File: src/rtl/ram_fifo_pkg.sv
// ram_fifo_pkg: shared definitions for the RAM-backed FIFO controller.
//   DEF_DATA_WIDTH / DEF_ADDR_WIDTH / DEF_DEPTH : default geometry (16x8 RAM macro)
//   ptr_t   : read/write pointer, ADDR_WIDTH+1 bits (MSB is the wrap bit)
//   level_t : words held, 0..DEPTH+1
//   ptr_occ : RAM occupancy from a write/read pointer pair
package ram_fifo_pkg;

  localparam int DEF_DATA_WIDTH = 8;
  localparam int DEF_ADDR_WIDTH = 4;
  localparam int DEF_DEPTH      = 16;

  typedef logic [DEF_ADDR_WIDTH:0] ptr_t;
  typedef logic [DEF_ADDR_WIDTH:0] level_t;

  // Modulo subtraction; the wrap bit makes full and empty distinguishable.
  function automatic ptr_t ptr_occ(input ptr_t wr, input ptr_t rd);
    return wr - rd;
  endfunction

endpackage

File: src/rtl/ram_fifo_ctrl_if.sv
// ram_fifo_ctrl_if: stream bundle of the FIFO controller.
//   s_valid/s_data/s_ready : upstream write stream
//   m_valid/m_data/m_ready : downstream registered output stream
// Modports: slave = FIFO side, master = producer/consumer side.
interface ram_fifo_ctrl_if
  import ram_fifo_pkg::*;
#(
  parameter int DATA_WIDTH = DEF_DATA_WIDTH
);
  logic                  s_valid;
  logic [DATA_WIDTH-1:0] s_data;
  logic                  s_ready;
  logic                  m_valid;
  logic [DATA_WIDTH-1:0] m_data;
  logic                  m_ready;

  modport slave (
    input  s_valid, s_data, m_ready,
    output s_ready, m_valid, m_data
  );

  modport master (
    output s_valid, s_data, m_ready,
    input  s_ready, m_valid, m_data
  );
endinterface

File: src/rtl/fifo_ptr.sv
// fifo_ptr: wrapping FIFO pointer with increment enable.
//   clk, rst : clock, asynchronous active-high reset (pointer -> 0)
//   i_inc    : advance the pointer by one on the next rising edge
//   o_ptr    : ADDR_WIDTH+1 bit pointer; low bits address the RAM, MSB is the wrap bit
module fifo_ptr #(
  parameter int ADDR_WIDTH = 4
) (
  input  logic                clk,
  input  logic                rst,
  input  logic                i_inc,
  output logic [ADDR_WIDTH:0] o_ptr
);

  logic [ADDR_WIDTH:0] r_ptr;

  // Natural binary roll-over: low bits wrap at 2**ADDR_WIDTH and the MSB toggles.
  always_ff @(posedge clk or posedge rst) begin
    if (rst) begin
      r_ptr <= '0;
    end else if (i_inc) begin
      r_ptr <= r_ptr + 1'b1;
    end
  end

  assign o_ptr = r_ptr;

endmodule

File: src/rtl/ram_fifo_ctrl.sv
// ram_fifo_ctrl: FIFO controller around an external 16x8 dual-port RAM
// (port 0 write, port 1 combinational read). Owns the pointers, flags and a
// registered first-word-fall-through output stage.
//   clk, rst        : single clock, asynchronous active-high reset
//   bus (slave)     : s_valid/s_data/s_ready in, m_valid/m_data/m_ready out
//   level           : RAM occupancy plus the word held in the output register
//   full, empty     : RAM occupancy == DEPTH, level == 0
//   ram_wr_en, ram_port_en_0, ram_addr_0, ram_wr_data : RAM port 0 (write)
//   ram_port_en_1, ram_addr_1, ram_rd_data            : RAM port 1 (read)
//   almost_full, almost_empty : only when RAM_FIFO_CTRL_ALMOST_EN is defined
module ram_fifo_ctrl
  import ram_fifo_pkg::*;
#(
  parameter int DATA_WIDTH = DEF_DATA_WIDTH,
  parameter int ADDR_WIDTH = DEF_ADDR_WIDTH,
  parameter int DEPTH      = DEF_DEPTH,
  parameter int AF_THRESH  = 12,
  parameter int AE_THRESH  = 2
) (
  input  logic                  clk,
  input  logic                  rst,
  ram_fifo_ctrl_if.slave        bus,
  output logic [ADDR_WIDTH:0]   level,
  output logic                  full,
  output logic                  empty,
  output logic                  ram_wr_en,
  output logic                  ram_port_en_0,
  output logic [ADDR_WIDTH-1:0] ram_addr_0,
  output logic [DATA_WIDTH-1:0] ram_wr_data,
  output logic                  ram_port_en_1,
  output logic [ADDR_WIDTH-1:0] ram_addr_1,
`ifdef RAM_FIFO_CTRL_ALMOST_EN
  output logic                  almost_full,
  output logic                  almost_empty,
`endif
  input  logic [DATA_WIDTH-1:0] ram_rd_data
);

  localparam logic [ADDR_WIDTH:0] LP_DEPTH = (ADDR_WIDTH+1)'(DEPTH);

  generate
    if (DEPTH != (1 << ADDR_WIDTH)) begin : g_depth_chk
      $error("ram_fifo_ctrl: DEPTH must equal 2**ADDR_WIDTH");
    end
    if (AE_THRESH >= AF_THRESH) begin : g_thresh_chk
      $error("ram_fifo_ctrl: AE_THRESH must be below AF_THRESH");
    end
  endgenerate

  logic [ADDR_WIDTH:0]   w_wr_ptr;
  logic [ADDR_WIDTH:0]   w_rd_ptr;
  logic [ADDR_WIDTH:0]   w_ram_occ;
  logic                  w_full;
  logic                  w_ram_empty;
  logic                  w_push;
  logic                  w_load;
  logic                  w_pop;
  logic                  r_vld_p1;
  logic [DATA_WIDTH-1:0] r_data_p1;

  assign w_ram_occ   = w_wr_ptr - w_rd_ptr;
  assign w_full      = (w_ram_occ == LP_DEPTH);
  assign w_ram_empty = (w_ram_occ == '0);

  // s_ready comes only from registered state: a slot freed by a load this
  // cycle is not offered upstream until the next cycle.
  assign w_push = bus.s_valid & ~w_full;
  // Refill the output register whenever it is empty or being drained.
  assign w_load = ~w_ram_empty & (~r_vld_p1 | bus.m_ready);
  assign w_pop  = r_vld_p1 & bus.m_ready & ~w_load;

  fifo_ptr #(.ADDR_WIDTH(ADDR_WIDTH)) u_wr_ptr (
    .clk   (clk),
    .rst   (rst),
    .i_inc (w_push),
    .o_ptr (w_wr_ptr)
  );

  fifo_ptr #(.ADDR_WIDTH(ADDR_WIDTH)) u_rd_ptr (
    .clk   (clk),
    .rst   (rst),
    .i_inc (w_load),
    .o_ptr (w_rd_ptr)
  );

  // ---- stage p1: RAM read port -> registered output word ----
  always_ff @(posedge clk or posedge rst) begin
    if (rst) begin
      r_vld_p1  <= 1'b0;
      r_data_p1 <= '0;
    end else if (w_load) begin
      r_vld_p1  <= 1'b1;
      r_data_p1 <= ram_rd_data;
    end else if (w_pop) begin
      r_vld_p1  <= 1'b0;
    end
  end

  assign bus.s_ready  = ~w_full;
  assign bus.m_valid  = r_vld_p1;
  assign bus.m_data   = r_data_p1;

  assign level = w_ram_occ + (ADDR_WIDTH+1)'(r_vld_p1);
  assign full  = w_full;
  assign empty = (level == '0);

  assign ram_wr_en     = w_push;
  assign ram_port_en_0 = w_push;
  assign ram_addr_0    = w_wr_ptr[ADDR_WIDTH-1:0];
  assign ram_wr_data   = bus.s_data;
  assign ram_port_en_1 = 1'b1;
  assign ram_addr_1    = w_rd_ptr[ADDR_WIDTH-1:0];

`ifdef RAM_FIFO_CTRL_ALMOST_EN
  logic [ADDR_WIDTH:0] w_occ_nxt;
  logic [ADDR_WIDTH:0] w_level_nxt;
  logic                w_vld_nxt;
  logic                r_almost_full;
  logic                r_almost_empty;

  // Flags are registered from the level the FIFO will hold after this edge,
  // so they line up with the registered level rather than lagging it.
  always_comb begin
    w_occ_nxt   = w_ram_occ + (ADDR_WIDTH+1)'(w_push) - (ADDR_WIDTH+1)'(w_load);
    w_vld_nxt   = w_load | (r_vld_p1 & ~w_pop);
    w_level_nxt = w_occ_nxt + (ADDR_WIDTH+1)'(w_vld_nxt);
  end

  always_ff @(posedge clk or posedge rst) begin
    if (rst) begin
      r_almost_full  <= 1'b0;
      r_almost_empty <= 1'b1;
    end else begin
      r_almost_full  <= (w_level_nxt >= (ADDR_WIDTH+1)'(AF_THRESH));
      r_almost_empty <= (w_level_nxt <= (ADDR_WIDTH+1)'(AE_THRESH));
    end
  end

  assign almost_full  = r_almost_full;
  assign almost_empty = r_almost_empty;
`endif

endmodule

File: src/flat_wrapper.sv
// flat-port wrapper written by rule: the top's interface ports become plain ports
module ram_fifo_ctrl_flat import ram_fifo_pkg::*;
#(
  parameter int DATA_WIDTH = DEF_DATA_WIDTH,
  parameter int ADDR_WIDTH = DEF_ADDR_WIDTH,
  parameter int DEPTH      = DEF_DEPTH,
  parameter int AF_THRESH  = 12,
  parameter int AE_THRESH  = 2
)
  (clk, rst, level, full, empty, ram_wr_en, ram_port_en_0, ram_addr_0, ram_wr_data, ram_port_en_1, ram_addr_1, ram_rd_data, bus_s_valid, bus_s_data, bus_m_ready, bus_s_ready, bus_m_valid, bus_m_data);
  ram_fifo_ctrl_if #(.DATA_WIDTH(DATA_WIDTH)) bus_i ();
  input  logic clk;
  input  logic rst;
  output logic [ADDR_WIDTH:0] level;
  output logic full;
  output logic empty;
  output logic ram_wr_en;
  output logic ram_port_en_0;
  output logic [ADDR_WIDTH-1:0] ram_addr_0;
  output logic [DATA_WIDTH-1:0] ram_wr_data;
  output logic ram_port_en_1;
  output logic [ADDR_WIDTH-1:0] ram_addr_1;
  input  logic [DATA_WIDTH-1:0] ram_rd_data;
  input wire logic [$bits(bus_i.s_valid)-1:0] bus_s_valid;
  input wire logic [$bits(bus_i.s_data)-1:0] bus_s_data;
  input wire logic [$bits(bus_i.m_ready)-1:0] bus_m_ready;
  output wire logic [$bits(bus_i.s_ready)-1:0] bus_s_ready;
  output wire logic [$bits(bus_i.m_valid)-1:0] bus_m_valid;
  output wire logic [$bits(bus_i.m_data)-1:0] bus_m_data;
  assign bus_i.s_valid = bus_s_valid;
  assign bus_i.s_data = bus_s_data;
  assign bus_i.m_ready = bus_m_ready;
  assign bus_s_ready = bus_i.s_ready;
  assign bus_m_valid = bus_i.m_valid;
  assign bus_m_data = bus_i.m_data;
  ram_fifo_ctrl #(.DATA_WIDTH(DATA_WIDTH), .ADDR_WIDTH(ADDR_WIDTH), .DEPTH(DEPTH), .AF_THRESH(AF_THRESH), .AE_THRESH(AE_THRESH)) u_core (.clk(clk), .rst(rst), .bus(bus_i), .level(level), .full(full), .empty(empty), .ram_wr_en(ram_wr_en), .ram_port_en_0(ram_port_en_0), .ram_addr_0(ram_addr_0), .ram_wr_data(ram_wr_data), .ram_port_en_1(ram_port_en_1), .ram_addr_1(ram_addr_1), .ram_rd_data(ram_rd_data));
endmodule
File: config.mk
export PLATFORM = sky130hd
export DESIGN_NAME = ram_fifo_ctrl_flat
export DESIGN_NICKNAME = d
export VERILOG_FILES = /design/src/rtl/ram_fifo_pkg.sv /design/src/rtl/ram_fifo_ctrl_if.sv /design/src/rtl/fifo_ptr.sv /design/src/rtl/ram_fifo_ctrl.sv /design/src/flat_wrapper.sv
export SDC_FILE = /design/constraint.sdc
export NUM_CORES = 1
export LEC_CHECK = 0
export BUFFER_PORTS_ARGS = -buffer_cell sky130_fd_sc_hd__buf_2
export CAP_MARGIN = 20
export CELL_PAD_IN_SITES_DETAIL_PLACEMENT = 1
export CELL_PAD_IN_SITES_GLOBAL_PLACEMENT = 1
export CORE_MARGIN = 4
export CORE_UTILIZATION = 25
export CTS_BUF_LIST = sky130_fd_sc_hd__clkbuf_8
export CTS_CLUSTER_DIAMETER = 60
export CTS_CLUSTER_SIZE = 28
export DETAILED_ROUTE_END_ITERATION = 10
export GPL_TIMING_DRIVEN = 1
export PLACE_DENSITY = 0.66
export SKIP_CTS_REPAIR_TIMING = 1
export SLEW_MARGIN = 20
export SYNTH_ARGS = -nofsm -noshare
export SYNTH_HDL_FRONTEND = slang
export SYNTH_SLANG_ARGS = --single-unit
File: constraint.sdc
create_clock -name clk -period 2.85 [get_ports clk]
set_input_delay 0.4275 -clock clk [delete_from_list [all_inputs] [get_ports clk]]
set_output_delay 0.4275 -clock clk [all_outputs]
set_load 0.005 [all_outputs]
Yosys cells after proc, flatten, opt, wreduce, memory -nomap -nowiden
Index checks and enable logic that the tools add are counted.
- $add $sub $neg: 4
- eq/ne operators: 1
- multiplexer cells: 2
- bitwise operators: 9
- reductions and logical operators: 3
- operators with widths (cell ; count):
    5-bit by 1-bit adder with 5-bit output (second input constant) ; 2
    5-bit zero test ; 2
    5-bit by 1-bit adder with 5-bit output ; 1
    5-bit == test (second input constant) ; 1
    5-bit subtractor ; 1
    1-bit bitwise AND ; 4
    1-bit inverter ; 4
    1-bit two-way mux ; 2
    2-bit nonzero test ; 1
    1-bit OR ; 1
- register bits after elaboration: 19
- input bits: 20
- output and inout bits: 36
- word-level logic and storage cells: 23

Depth between registers and ports, before layout
Gate-level depths: netlist (run 1).
- depth in word-level cells: 8
- mapped depth: 10
- mapped depth without buffers: 9

Cells and area by module
Synthesis (run 1) repeated with hierarchy kept, for this count alone.
- cell total of the unflattened synthesis: 108
- area total of the unflattened synthesis: 1173.6 um2
- by module, submodules not included (module ; times used ; cells an instance ; area each (um2) ; seq. area each (um2)):
    ram_fifo_ctrl ; 1 ; 78 ; 765.7 ; 225.2
    fifo_ptr ; 2 ; 15 ; 203.9 ; 125.1

Least setup slack after synthesis (run 1)
Ideal clock, no wire load.
- path type: register to output
- from: register u_core.u_wr_ptr.r_ptr[0], in the netlist u_core.u_wr_ptr.o_ptr[0]
- to: output empty
- data arrival time: 2444 ps
- required time: 2423 ps
- setup slack: -21 ps
- stages on the path, launching flop included: 9
- path buffers: 0
- cell sequence: dfrtp_1 > inv_1 > ha_1 > fa_1 > xnor2_1 > nand3_1 > xnor2_1 > or4_1 > nor2_1
- word-level cells in the longest chain between the ends: 3
- ends and longest elaborated chain (element ; RTL line ; source):
    from (decl) ; fifo_ptr.sv:14 ; logic [ADDR_WIDTH:0] r_ptr;
    from (signal assigned) ; fifo_ptr.sv:21 ; r_ptr <= r_ptr + 1'b1;
    5-bit subtractor ; ram_fifo_ctrl.sv:61 ; assign w_ram_occ = w_wr_ptr - w_rd_ptr;
    5-bit by 1-bit adder with 5-bit output ; ram_fifo_ctrl.sv:103 ; assign level = w_ram_occ + (ADDR_WIDTH+1)'(r_vld_p1);
    net level[3] ; flat_wrapper.sv:14 ; output logic [ADDR_WIDTH:0] level;
    5-bit zero test ; ram_fifo_ctrl.sv:105 ; assign empty = (level == '0);
    to (decl) ; flat_wrapper.sv:16 ; output logic empty;
The timed path passes the listed nets, and every way through them passes these cells.

Worst setup path after layout (run 1)
- from: register u_core.u_rd_ptr.r_ptr[0], in the netlist u_core.u_rd_ptr.o_ptr[0]
- to: output empty
- word-level cells in the longest chain between the ends: 3
- ends and longest elaborated chain (element ; RTL line):
    from (decl) ; fifo_ptr.sv:14
    from (signal assigned) ; fifo_ptr.sv:21
    5-bit subtractor ; ram_fifo_ctrl.sv:61
    5-bit by 1-bit adder with 5-bit output ; ram_fifo_ctrl.sv:103
    5-bit zero test ; ram_fifo_ctrl.sv:105
No other way between the ends.

==> flow_summary.toml, run 1 <==
[status]
outcome = "complete, but fails checks"
violations = "negative setup slack"

[sta]
fin_hold_ws_ns = 0.302
worst_pin_slew_ns = 0.769
fmax_mhz = 337
finalHoldViolCount = 0
rsz0062_at_grt = "true"
finalMaxSlewViolations = 0
fin_worst_skew_ns = 0.00105
layout_setup_ws_ns = -0.117
period_needed_ns = 2.97
slew_headroom = 0.487
finalCritPeriodShare = 1.04
finalSetupViolCount = 1

[setup_path]
cp-end-kind = "output pin"
crit_path_start = "u_core.u_rd_ptr.o_ptr[0]"
worstPathArrival_ns = 2.54
crit_path_end = "empty"
startpoint_type = "flop"
cp_max_fo = 2
required_ns = 2.42
r2r_setup_slack_ns = 0.14
ff2ff_path_depth = 9
critPathKind = "flop to output pin"
timing.rr.end = "u_core.u_rd_ptr.o_ptr[1]"
worstReg2RegStart = "u_core.u_rd_ptr.o_ptr[0]"

[route]
route.detailed.drc = 0
routed_wl_um = 2880
vias = 891
drtPass1Iterations = 4
routedWlPerCell_um = 13.4
ant_nets = 0
vias_per_cell = 4.13
detailedRoute.firstIterationViolations = 16

[placed_design]
place_hpwl_um = 2300
gp_congestion = 0.753
dpl.cell_count = 204
io_buffer_count = 38
dp_slack_ns = 0.119

[die]
die_w_um = 78.5
die_y_um = 78.5
die-area_um2 = 6160
core_um2 = 4750
num_rows = 25
start_util = 0.261
io_pins = 56

[global_routing]
use_met1 = 0.116
grtUsageMet2 = 0.166
grt_max_degree = 20
grt-busiest-layer = "met2"
grt_pass1_wl_um = 4780
overflow = 0
grt_util_met3 = 0.0344
grt_usage = 0.0968
grt_pass1_vias = 993
antenna_found_initial = 0

[run]
drv_cap = 0

[clock_network]
cts_root_buf = "clkbuf_8"
clockBufferDepth = 2
cts.sinks = 19
clk_pin_slew_ns = 0.07
htreeDepth = 1
cts_tree = "yes"
numCtsBuffers = 3
clock_latency_ns = 0.25

[cells_and_area]
syn_to_final_growth_pct = 29.2
fin_cells = 216
fillers = 566
fin_nets = 179
diodes = 0
drive_gt1_frac = 0.557

[yosys]
syn_inst = 113
yosysUniqueCellTypes = 27
synthesis.area_um2 = 1240
synth_seq_area_share = 0.383
yosysTopAreaCell = "dfrtp_1"
synthTopCellsByArea = "dfrtp_1 38%, buf_4 11%, mux2_2 9.1%"
yosysWarningCount = 0
synth_seq_cells = 19
syn_nets = 142
synth_top_area_share = 0.383
avgSynthCellArea_um2 = 11.0

[min_path]
hp-class = "input port to async pin"
## registers in the layout (all words and copies together) (netlist names)
| name | count |
|---|---|
| u_core.bus.m_data | 8 |
| u_core.u_wr_ptr.o_ptr | 5 |
| u_core.bus.m_valid | 1 |
| u_core.u_rd_ptr.o_ptr | 5 |
## worst max-delay path, cell delays in order, from the launching register on
cell and delay (ns):
dfrtp_1 0.41, ha_4 0.18, fa_2 0.58, inv_2 0.05, ha_4 0.16, xor2_2 0.17
or4_1 0.51, nor2_1 0.10, buf_2 0.12
## placed cells by master (no fill, tap or decap), types with 2 or more instances in the layout
cell type and count:
nor2_1 8, buf_2 38, xnor2_1 7, dfrtp_1 19
mux2_2 10, inv_1 9, nand3_1 2, ha_1 5
clkbuf_8 3, buf_4 13, ha_4 3, xor2_1 5
nand2b_4 2, inv_2 3, nand2_1 4, xor2_2 2
## area by class of cell
type / count / area (um2) / share of cell area
Multi-Input combinational cell: 64 / 671 / 0.418
Sequential cell: 19 / 475 / 0.296
Timing Repair Buffer: 51 / 288 / 0.179
Tap cell: 67 / 83.8 / 0.0523
Clock buffer: 3 / 41.3 / 0.0257
Inverter: 11 / 41.3 / 0.0257
Clock inverter: 1 / 3.75 / 0.00234
## stage by stage
stage          setup TNS [ns]  utilization  cell area [um2]
2_1_floorplan               0            -             1250
3_3_place_gp                0        0.297             1410
3_5_place_dp                0        0.297             1410
4_1_cts                -0.800        0.307             1460
5_1_grt                -0.334        0.337             1600
6_report               -0.117        0.337             1600
## Yosys cell counts, drive strengths merged
master,n
o21ai,1
conb,1
nand4,1
a21oi,2
buf,19
nor2,8
nor4,2
nand2b,3
nand4b,1
fa,1
xor2,8
o41ai,1
mux2,10
nor3,1
ha,8
xnor2,8
nand2,4
inv,11
dfrtp,19
and3,1
or4,1
nand3,2
## per-layer routing
metal	wire, um	up-vias
met5	0	-
met4	16	0
met3	241	4
met2	1420	33
met1	1200	438
li1	-	416
## worst min path at each step
stage	slack, ns	cells past startpoint	endpoint
after detailed placement	0.48	1	u_core.u_wr_ptr.o_ptr[4]
after CTS	0.33	2	u_core.bus.m_data[0]
after floorplan	0.38	1	u_core.bus.m_data[0]
after global routing	0.36	2	u_core.bus.m_data[7]
final	0.30	2	u_core.bus.m_data[0]
after global placement	0.48	1	u_core.u_wr_ptr.o_ptr[4]
## logic make-up (layout without fill, tap and decap cells)
family                   after synthesis  after routing  synth area share
buffers and inverters                 30             66             0.151
AND/OR/NAND/NOR                       24             24             0.116
flip-flops                            19             19             0.383
XOR/XNOR                              16             16             0.119
multiplexers                          10             10            0.0907
adder cells (fa/ha/maj)                9              9            0.0968
AO/OA/AOI/OAI                          4              4            0.0403
other                                  1              1           0.00302
Power of run 1 is left out: the tool's default activity adds up to more than one toggle a clock period on the data nets, which glitch-free logic cannot reach.
==> run 2, diff against run 1 <==
--- a/config.mk
+++ b/config.mk
@@ -5,18 +5,19 @@
 export SDC_FILE = /design/constraint.sdc
 export NUM_CORES = 1
 export LEC_CHECK = 0
+export ABC_AREA = 1
 export BUFFER_PORTS_ARGS = -buffer_cell sky130_fd_sc_hd__buf_2
 export CAP_MARGIN = 20
 export CELL_PAD_IN_SITES_DETAIL_PLACEMENT = 1
 export CELL_PAD_IN_SITES_GLOBAL_PLACEMENT = 1
 export CORE_MARGIN = 4
-export CORE_UTILIZATION = 25
+export CORE_UTILIZATION = 31
 export CTS_BUF_LIST = sky130_fd_sc_hd__clkbuf_8
 export CTS_CLUSTER_DIAMETER = 60
 export CTS_CLUSTER_SIZE = 28
 export DETAILED_ROUTE_END_ITERATION = 10
 export GPL_TIMING_DRIVEN = 1
-export PLACE_DENSITY = 0.66
+export PLACE_DENSITY = 0.8
 export SKIP_CTS_REPAIR_TIMING = 1
 export SLEW_MARGIN = 20
 export SYNTH_ARGS = -nofsm -noshare
==> run 2 against run 1 <==
Net effect: the run now ends clean; design area is the same; first-iteration DRC count increased by 140%; area after synthesis grew 12%; sequential share of layout area grew 0.078 points; critical path type unchanged; wire length grew 18%.
==> flow_summary.toml, run 2 <==
[power]
powerDensity_nw_per_um2 = 1510
combinationalPowerShare = 0.711
ir_drop_mv = 0.328
swShare = 0.504
p_clk_frac = 0.077
power_frac_seq = 0.212
totalPowerFinal_uw = 2430
power.leakage_uw = 0.000895
netSwitchingPower_uw = 1220
internal-power_uw = 1200

[cells_and_area]
largest_reg_flops = 8
syn_to_final_growth_pct = 15.0
final_cell_mix = "58 x nand2_1, 38 x buf_2, 28 x nand3_1, 18 x dfrtp_1, 17 x inv_1"
final_area_um2 = 1600
diodes = 0
fin_util = 0.368
fin_cells = 259
drive_gt1_frac = 0.309
mostFrequentLayoutCell = "nand2_1"
fin_nets = 237

[setup_path]
worstPathArrival_ns = 2.33
worstReg2RegStart = "u_core.u_wr_ptr.o_ptr[0]"
critPathKind = "flop to output pin"
timing.rr.end = "u_core.u_rd_ptr.o_ptr[1]"
crit_path_end = "empty"
startpoint_type = "flop"
crit_path_start = "u_core.u_wr_ptr.o_ptr[0]"
required_ns = 2.42
cp-end-kind = "output pin"
ff2ff_path_depth = 12
r2r_setup_slack_ns = 0.67
cp_max_fo = 4

[global_routing]
use_met1 = 0.158
grt_max_degree = 20
grt-busiest-layer = "met2"
overflow = 0
grtUsageMet2 = 0.212
grt_util_met3 = 0.0267
grt_pass1_vias = 1188
antenna_found_initial = 0
grt_usage = 0.128
grt_pass1_wl_um = 5480

[yosys]
synth_edf_count = 0
netlist_top_cells_count = "59 x nand2_1, 28 x nand3_1, 19 x buf_4, 19 x dfrtp_1, 18 x inv_1"
yosysWarningCount = 0
synthTopCellsByArea = "dfrtp_1 34%, nand2_1 16%, buf_4 10%"
synth_seq_cells = 19
yosysTopAreaCell = "dfrtp_1"
synth_most_common_cell = "nand2_1"
synth_top_area_share = 0.341
avgSynthCellArea_um2 = 7.58
synthesis.area_um2 = 1400
syn_nets = 213
synthArstFlopShare = 1.00
dominantRegCellSynth = "dfrtp_1"
synth_seq_area_share = 0.341
syn_inst = 184
yosysUniqueCellTypes = 22

[die]
start_util = 0.320
io_pins = 56
die-area_um2 = 5640
num_rows = 24
core_um2 = 4350
die_y_um = 75.1
die_w_um = 75.1

[route]
drtPass1Iterations = 4
routedWlPerCell_um = 13.1
detailedRoute.firstIterationViolations = 39
vias_per_cell = 4.54
route.detailed.drc = 0
routed_wl_um = 3400
ant_nets = 0
vias = 1176

[clock_network]
cts.sinks = 19
cts_root_buf = "clkbuf_8"
clk_pin_slew_ns = 0.07
clockBufferDepth = 2
cts_tree = "yes"
htreeDepth = 1
numCtsBuffers = 3
clock_latency_ns = 0.26

[sta]
finalSetupViolCount = 0
slew_headroom = 0.495
fin_worst_skew_ns = 0.00240
rsz0062_at_grt = "true"
worst_pin_slew_ns = 0.757
fin_hold_ws_ns = 0.294
finalMaxSlewViolations = 0
finalCritPeriodShare = 0.969
period_needed_ns = 2.76
fmax_mhz = 362
finalHoldViolCount = 0

[run]
drv_cap = 0

[placed_design]
place_hpwl_um = 2590
dpl-instance-area_um2 = 1490
dpl.cell_count = 253
io_buffer_count = 38
gp_congestion = 0.787

[min_path]
hp-class = "input port to async pin"

[status]
outcome = "finished clean"
run 2: area by class of cell:
class,count,area [um2]
clock buffers,3,41.3
clock inverters,1,3.75
fillers,534,2750
inverters,19,71.3
multi-input cells,125,741
flip-flops and latches,19,477
well taps,52,65.1
repair buffers,40,205
run 2: worst min path at each step:
stage,startpoint,endpoint,cells after the start,slack [ns]
3_3_place_gp,u_core.bus.m_data[4],u_core.bus.m_data[4],2,0.45
6_report,rst,u_core.u_wr_ptr.o_ptr[3],2,0.29
3_5_place_dp,u_core.bus.m_data[0],u_core.bus.m_data[0],2,0.46
4_1_cts,rst,u_core.u_wr_ptr.o_ptr[3],2,0.32
5_1_grt,rst,u_core.u_rd_ptr.o_ptr[3],2,0.36
2_1_floorplan,rst,u_core.bus.m_data[0],1,0.38
run 2: metrics by stage:
step / setup WS (ns) / setup TNS (ns)
after floorplan: 0.374 / 0
after global placement: 0.263 / 0
after detailed placement: 0.174 / 0
after CTS: -0.123 / -0.162
after global routing: -0.0115 / -0.0115
final: 0.0886 / 0
run 2: metal layers:
| metal | up-vias | share of wire | wire (um) |
|---|---|---|---|
| met4 | 0 | 0.018 | 61 |
| li1 | 599 | - | - |
| met5 | - | 0 | 0 |
| met1 | 544 | 0.44 | 1480 |
| met3 | 5 | 0.063 | 213 |
| met2 | 28 | 0.48 | 1640 |
run 2: cell families (layout without fill, tap and decap cells):
logic type,Yosys count,in the layout,share of synthesized area
XOR/XNOR,8,8,0.0502
adder cells (fa/ha/maj),9,9,0.0861
other,1,1,0.00269
buffers and inverters,40,63,0.164
AND/OR/NAND/NOR,105,105,0.346
AO/OA/AOI/OAI,2,2,0.00986
flip-flops,19,19,0.341
run 2: worst max-delay path, stage by stage, from the launching register on:
cell and delay (ns):
dfrtp_1 0.40, inv_2 0.07, ha_4 0.17, fa_2 0.58, inv_2 0.06, ha_4 0.21, or2_4 0.22, nor2_2 0.07
nand3_1 0.07, nor2_1 0.11, buf_2 0.11
run 2: power by group through the flow:
stage	clock network (uW)	registers [uW]	logic (uW)
finish	186	514	1730
global route	207	535	1970
CTS	199	519	1560
detailed placement	0	522	1560
global placement	0	518	1490
floorplan	0	501	1150
No activity file was read; power rests on OpenSTA's default activity.
==> run 3, diff against run 2 <==
--- a/config.mk
+++ b/config.mk
@@ -10,7 +10,7 @@
 export CAP_MARGIN = 20
 export CELL_PAD_IN_SITES_DETAIL_PLACEMENT = 1
 export CELL_PAD_IN_SITES_GLOBAL_PLACEMENT = 1
-export CORE_MARGIN = 4
+export CORE_MARGIN = 5
 export CORE_UTILIZATION = 31
 export CTS_BUF_LIST = sky130_fd_sc_hd__clkbuf_8
 export CTS_CLUSTER_DIAMETER = 60
==> run 3 against run 2 <==
Net effect: design area grew 0.55%; wire length fell by 2.9%; sequential cell count did not move; critical endpoint unchanged; combinational power hardly changed; worst setup slack better by 0.011 ns; core utilization increased by 0.20 points; critical path depth fell by 1; via count grew 2.4%.
==> flow_summary.toml, run 3 (synthesis gave the netlist of run 2 again) <==
[power]
combinationalPowerShare = 0.712
netSwitchingPower_uw = 1180
ir_drop_mv = 0.401
swShare = 0.487
internal-power_uw = 1250
power.leakage_uw = 0.000908
power_frac_seq = 0.213
powerDensity_nw_per_um2 = 1510
p_clk_frac = 0.076

[route]
vias_per_cell = 4.60
detailedRoute.firstIterationViolations = 40
drtPass1Iterations = 4
routed_wl_um = 3300
route.detailed.drc = 0
routedWlPerCell_um = 12.6
ant_nets = 0
vias = 1204

[die]
die_w_um = 77.1
die-area_um2 = 5940
start_util = 0.320
num_rows = 24
die_y_um = 77.1
core_um2 = 4350
io_pins = 56

[clock_network]
cts.sinks = 19
cts_tree = "yes"
clockBufferDepth = 2
cts_root_buf = "clkbuf_8"
clock_latency_ns = 0.26
numCtsBuffers = 3
htreeDepth = 1
clk_pin_slew_ns = 0.07

[sta]
slew_headroom = 0.503
finalMaxSlewViolations = 0
fmax_mhz = 364
rsz0062_at_grt = "true"
finalHoldViolCount = 0
finalCritPeriodShare = 0.965
fin_tns_setup_ns = 0
worst_pin_slew_ns = 0.744
period_needed_ns = 2.75
fin_worst_skew_ns = 0.00101
finalSetupViolCount = 0

[cells_and_area]
final_area_um2 = 1610
largest_reg_flops = 8
mostFrequentLayoutCell = "nand2_1"
final_cell_mix = "59 x nand2_1, 38 x buf_2, 28 x nand3_1, 18 x inv_1, 17 x dfrtp_1"
diodes = 0
syn_to_final_growth_pct = 15.6
fin_nets = 240
drive_gt1_frac = 0.314

[setup_path]
required_ns = 2.42
critPathKind = "flop to output pin"
cpPeakStageDelay_ns = 0.58
cp_max_fo = 5
startpoint_type = "flop"
cp_cell_sequence = "ha_4 -> fa_2 -> inv_2 -> ha_4 -> or2_4 -> nor2_2 -> nand3_1 -> nor2_1 -> buf_2"
crit_buf_inv = 2
cp-end-kind = "output pin"
worstPathArrival_ns = 2.32
critPathMostFrequentCell = "ha_4"
crit_slowest_cell = "fa_2"
path_delay_family = "adder cells"

[min_path]
hp-class = "input port to async pin"

[status]
outcome = "finished clean"

[global_routing]
grt_pass1_wl_um = 5480
antenna_found_initial = 0
overflow = 0
grt_pass1_vias = 1224
grt_usage = 0.112
grt_max_degree = 20

[placed_design]
place_hpwl_um = 2570
dpl-instance-area_um2 = 1500
io_buffer_count = 38
gp_congestion = 0.787

[run]
drv_cap = 0
## run 3: power groups by stage
stage | combinational [uW] | sequential, uW | clock (uW)
floorplan | 1150 | 501 | 0
global placement | 1490 | 516 | 0
detailed placement | 1550 | 524 | 0
CTS | 1550 | 519 | 192
global route | 1960 | 541 | 204
finish | 1730 | 517 | 184
## run 3: stage by stage
step                      utilization  cells  setup slack, ns  hold slack [ns]  total power [uW]
after floorplan                     -    184            0.374            0.379              1650
after global placement          0.345    254            0.247            0.454              2010
after detailed placement        0.345    254            0.156            0.453              2070
after CTS                       0.355    258           -0.137            0.322              2260
after global routing            0.370    262          -0.0339            0.376              2710
final                           0.370    262           0.0995            0.289              2430
## run 3: worst reg2reg max path: cells and delay by family, from the launching register on
family	cells	cell delay (ns)
fa+ha+maj	2	0.76
simple gates	5	0.71
buf+inv	1	0.10
flops	1	0.45
## run 3: per-layer routing
metal  vias to the layer above  GRT usage  part of all wire
met1                       562      0.130              0.43
li1                        606          -                 -
met2                        29      0.189              0.49
met4                         0     0.0515             0.025
met5                         -          0                 0
met3                         7     0.0304             0.058
## run 3: path summary, 6_finish.rpt
| path | from | to | slack, ns | cells past startpoint |
|---|---|---|---|---|
| worst max register to register | u_core.u_rd_ptr.o_ptr[0] | u_core.bus.m_valid | 0.70 | 8 |
| max in group asynchronous | rst | u_core.u_rd_ptr.o_ptr[0] | 2.05 | 2 |
| worst min-delay path | rst | u_core.u_wr_ptr.o_ptr[4] | 0.29 | 2 |
| worst max-delay path | u_core.u_rd_ptr.o_ptr[0] | empty | 0.1 | 9 |
| worst min register to register | u_core.bus.m_data[0] | u_core.bus.m_data[0] | 0.47 | 2 |
| min in group clk | ram_rd_data[0] | u_core.bus.m_data[0] | 0.39 | 3 |
## run 3: area by class of cell
type                       count  area, um2
clock buffer                   3       41.3
clock inverter                 1       3.75
fill                         541       2740
inverter                      19       71.3
multi-input combinational    125        726
sequential                    19        478
tap                           52       65.1
timing repair buffer          43        228
